===== src/rtl/booth_control.sv =====
// rtl/booth_control.sv - sequencing FSM for a radix-2 Booth multiplier
module booth_control #(
    parameter int N     = 8,
    parameter int CNT_W = $clog2(N + 1)
) (
    input  logic             clk,
    input  logic             clear_n,
    input  logic             start,
    input  logic             q0,
    input  logic             qm1,
    output logic             ld_m,
    output logic             ld_q,
    output logic             clr_a,
    output logic             clr_qm1,
    output logic             ld_a,
    output logic             add_sub,
    output logic             shift,
    output logic             busy,
    output logic             done,
    output logic [CNT_W-1:0] iter_cnt
);

    typedef enum logic [2:0] {
        S_IDLE  = 3'd0,
        S_INIT  = 3'd1,
        S_EVAL  = 3'd2,
        S_SHIFT = 3'd3,
        S_DONE  = 3'd4
    } state_t;

    state_t           state;
    state_t           state_nxt;
    logic [CNT_W-1:0] cnt;
    logic [CNT_W-1:0] cnt_nxt;

    // State and remaining-iteration registers; reset abandons any operation in flight.
    always_ff @(posedge clk) begin
        if (!clear_n) begin
            state <= S_IDLE;
            cnt   <= '0;
        end else begin
            state <= state_nxt;
            cnt   <= cnt_nxt;
        end
    end

    // Next-state logic and strobe decode; only EVAL looks at the {q0,qm1} pair.
    always_comb begin
        state_nxt = S_IDLE;
        cnt_nxt   = cnt;
        ld_m      = 1'b0;
        ld_q      = 1'b0;
        clr_a     = 1'b0;
        clr_qm1   = 1'b0;
        ld_a      = 1'b0;
        add_sub   = 1'b0;
        shift     = 1'b0;
        busy      = 1'b0;
        done      = 1'b0;
        case (state)
            S_IDLE: begin
                state_nxt = start ? S_INIT : S_IDLE;
            end
            S_INIT: begin
                ld_m      = 1'b1;
                ld_q      = 1'b1;
                clr_a     = 1'b1;
                clr_qm1   = 1'b1;
                busy      = 1'b1;
                cnt_nxt   = CNT_W'(N);
                state_nxt = S_EVAL;
            end
            S_EVAL: begin
                busy = 1'b1;
                case ({q0, qm1})
                    2'b10: begin
                        ld_a    = 1'b1;
                        add_sub = 1'b1;
                    end
                    2'b01: begin
                        ld_a    = 1'b1;
                        add_sub = 1'b0;
                    end
                    default: begin
                        ld_a    = 1'b0;
                        add_sub = 1'b0;
                    end
                endcase
                state_nxt = S_SHIFT;
            end
            S_SHIFT: begin
                shift     = 1'b1;
                busy      = 1'b1;
                cnt_nxt   = cnt - CNT_W'(1);
                state_nxt = (cnt == CNT_W'(1)) ? S_DONE : S_EVAL;
            end
            S_DONE: begin
                done      = 1'b1;
                busy      = 1'b1;
                cnt_nxt   = '0;
                state_nxt = S_IDLE;
            end
            default: begin
                cnt_nxt   = '0;
                state_nxt = S_IDLE;
            end
        endcase
    end

    assign iter_cnt = cnt;

endmodule


===== config.mk =====
export PLATFORM = sky130hd
export DESIGN_NAME = booth_control
export DESIGN_NICKNAME = d
export VERILOG_FILES = /design/src/rtl/booth_control.sv
export SDC_FILE = /design/constraint.sdc
export NUM_CORES = 1
export LEC_CHECK = 0
export CORE_AREA = 2 2 39 41
export DETAILED_ROUTE_END_ITERATION = 6
export DIE_AREA = 0 0 41 43
export PLACE_DENSITY = 0.68
export REMOVE_ABC_BUFFERS = 1
export SLEW_MARGIN = 0
export SYNTH_ARGS = -nofsm -noshare
export SYNTH_HDL_FRONTEND = slang
export SYNTH_SLANG_ARGS = --single-unit

===== constraint.sdc =====
create_clock -name clk -period 1.17 [get_ports clk]
set_input_delay 0.117 -clock clk [delete_from_list [all_inputs] [get_ports clk]]
set_output_delay 0.117 -clock clk [all_outputs]
set_load 0.005 [all_outputs]

# After elaboration in Yosys (flattened, before gate mapping)
# Index checks and enable logic that the tools add are counted.
# op_classes
n_addsub,1
n_eq_ne,7
n_mux,12
reduce_logical,4
# op_table
cell,n
$pmux W3 S4,1
$pmux W4 S3,1
$mux W1,9
$eq A3 B2 Y1 const B,2
$eq A4 B1 Y1 const B,1
$reduce_or A2 Y1,2
$reduce_or A4 Y1,1
$sub A4 B1 Y4 const B,1
$eq A3 B1 Y1 const B,1
$eq A3 B3 Y1 const B,1
$logic_not A3 Y1,1
$mux W3,1
$eq A2 B1 Y1 const B,1
$eq A2 B2 Y1 const B,1
# word_totals
regBits,7
in_bits,5
out_inout_bits,13
wordCells,26

# Depth between registers and ports, before layout
# logic_depth
word_depth,4
mapped_depth,5

# Worst setup path after synthesis
# OpenSTA, ideal clock, no wires.
# synth_timing
path_kind,register to output
from,reg state[0]
to,out clr_qm1
arrival_ps,1059
path_slack_ps,-6
stages_incl_launch_ff,5
cell_sequence,dfxtp_1 > buf_4 > inv_1 > nor3_1 > buf_4
# synth_between
elab_chain_cells,2
# synth_rtl
item,line_no,text
"start, declared",31,state_t state;
"start signal, assigned",42,state <= state_nxt;
$eq A3 B1 Y1,n/a,
$mux W1,n/a,
"end, declared",14,"output logic clr_qm1,"
# Every way passes these cells.

# Worst setup path in the final report
# layout_timing
from,reg state[2]
to,out ld_q
# layout_between
elab_chain_cells,2
# layout_rtl
item,line_no,text
$eq A3 B1 Y1,60,case (state)
$mux W1,60,
"end, declared",12,"output logic ld_q,"
# Every way passes these cells.

==> impl_metrics.toml <==
[status]
outcome = "finished, violations left"
violations = "negative setup slack"

[critical_path]
critPathMaxFanout = 7
reg2reg_from = "state[1]"
cp-end-kind = "primary output"
cp.required_ns = 1.05
cp-startpoint = "state[2]"
start_kind = "flop"
crit_type = "flop to primary output"
critPathArrivalTime_ns = 1.16

[power]
p_sw_uw = 197.8
internal-power_uw = 522.3
power_frac_seq = 0.370
leakage_nw = 0.3736
sw_frac_of_total = 0.2747
p_per_area_nw_per_um2 = 934.3
pwr-share-comb = 0.316
ir_drop_mv = 0.4600
clkPwrFrac = 0.314

[sta]
report.final.slew_viol_count = 0
finalSetupViolCount = 7
post-route-period-util = 1.091
worst_slew_pin_slew_ns = 0.2949
period_minus_slack_ns = 1.276
hold_viol = 0
maxSlewHeadroom = 0.8034
clock.fmax_ghz = 0.7837
fin_skew_ns = 0.004348
holdWs_ns = 0.4217
rsz0062_at_grt = "true"
setup_ws_ns = -0.1060

[hold_path]
min-delay-start = "start"
hp-class = "primary input to flop"

[logic_synthesis]
synth_async_sr_flop_share = 0
synth_edf_count = 0
syn-mean-instance-area_um2 = 9.248
yosysSeqAreaShare = 0.3294
ys_top_cells_by_area = "dfxtp_1, ha_1, buf_4"
yosys_warnings = 0
synth_top_area_share = 0.3294
synth_area_um2 = 425.4
synth_commonest_cells = "dfxtp_1, buf_4, inv_1, nor2_1, nor3_1"
synth_flop_cell = "dfxtp_1"
synth_most_common_cell = "dfxtp_1"
synth.distinct_cells = 24
synth_cells = 46
synth_top_area_cell = "dfxtp_1"
synth-seq-cells = 7

[placement]
port_buffers = 17
post-dp-hpwl_um = 786.7
dp_cells = 82
gp_congestion = 0.6705
pre_cts_ws_ns = -0.6065

[final_layout]
finalNetCount = 89
stdcell_count = 96
seq_area_um2 = 153.9
syn_to_final_growth_pct = 81.18
drive_above_1_share = 0.5500
fillCellCount = 131
multiInputGateArea_um2 = 261.5
antenna_cells = 0

[drt]
drt-vias-per-instance = 4.677
ant_nets = 0
drt_first_iter_violations = 9
first_pass_iters = 4
wl_per_cell_um = 12.59
routed_wl_um = 1209
drc_errors = 0
vias = 449

[cts]
cts_inserted_buffers = 3
clockBufferDepth = 2
insertion_delay_ns = 0.26
hold_buffers = 0
cts-root-buf = "clkbuf_4"
htreeDepth = 1
cts_sinks = 7
cts_tree = "done"
path_clk_slew_ns = 0.06

[floorplan]
core_um2 = 1384
die_area_um2 = 1763
die_y_um = 43
fp-row-count = 14
boundaryPins = 18
die_w_um = 41
initial_utilization = 0.3074

[global_route]
grt_max_degree = 8
grt_pass1_vias = 440
grt.overflow.total = 0
grt_pass1_wl_um = 1980
antenna_found_initial = 0
grt_usage = 0.1744

[run]
maxCapViolCount = 0
-- worst paths after layout --
kind / end / cells past startpoint / slack [ns]
setup / recovery: ld_q / 4 / -0.11
hold / removal: state[0] / 3 / 0.42
setup reg to reg: state[2] / 5 / 0.02
hold reg to reg: state[0] / 2 / 0.58
-- critical path: stages (launching register included) --
cell	delay (ns)
dfxtp_4	0.38
nor3_4	0.23
buf_6	0.13
buf_6	0.09
buf_6	0.08
-- per-stage QoR --
step	utilization	setup TNS [ns]	power (mW)	instance area [um^2]
after floorplan	-	0	0.3301	384.1
after global placement	0.4584	-2.413	0.4366	634.4
after detailed placement	0.4584	-2.637	0.4417	634.4
after CTS	0.5316	-0.6221	0.7083	735.7
after global routing	0.5570	-1.029	0.7685	770.7
final	0.5570	-0.4948	0.7201	770.7
-- sequential cells by signal, summed over array words and instances (netlist names) --
signal    cells
iter_cnt      4
state         3
-- per-layer routing --
metal	share of wire	global-route usage	up-vias
met2	0.54	0.2656	12
met5	0	0	-
li1	-	-	225
met1	0.39	0.1987	208
met4	0.036	0.1200	0
met3	0.030	0.04712	4
-- cell usage in the layout, fill, tap and decap left out, drive strengths merged --
cell	synthesis	final
xnor2	1	1
buf	5	27
a21oi	2	2
mux2	1	1
nor4	1	1
dfxtp	7	7
and2	1	1
nand2b	1	1
nand3	1	1
ha	3	3
dlygate4sd2	0	6
o31ai	1	1
o21ai	1	1
nor4b	2	2
nor3	4	4
nand2	1	1
inv	4	4
nand4b	1	1
clkbuf	0	4
clkdlybuf4s50	0	2
nor2	4	4
nor4bb	1	1
o22ai	1	1
nor2b	3	3
-- area by class of cell --
class                      instances  area share
timing repair buffer              35      0.3815
multi-input combinational         30      0.3393
sequential                         7      0.1997
clock buffer                       4     0.03409
tap                               16     0.02597
inverter                           4     0.01948
-- power groups by stage --
stage | Combinational (mW) | Clock, mW | Sequential (mW)
after floorplan | 0.0505 | 0 | 0.280
after global placement | 0.167 | 0 | 0.270
after detailed placement | 0.171 | 0 | 0.271
after CTS | 0.211 | 0.232 | 0.265
after global routing | 0.246 | 0.254 | 0.268
final | 0.228 | 0.226 | 0.266
-- cell families after synthesis --
family          after synthesis  share of synthesized area
buf+inv                       9                     0.1323
fa+ha+maj                     3                    0.08824
simple gates                 20                     0.3353
flops                         7                     0.3294
xor+xnor                      1                    0.02059
mux                           1                    0.02647
compound gates                5                    0.06765
-- timing repair --
item                       CTS  global route
resized for setup           60             6
gates cloned                 0             0
setup endpoints to repair   16             9
pin swaps                    6             4
setup buffers                9             2
No activity file was read; power rests on OpenSTA's default activity.
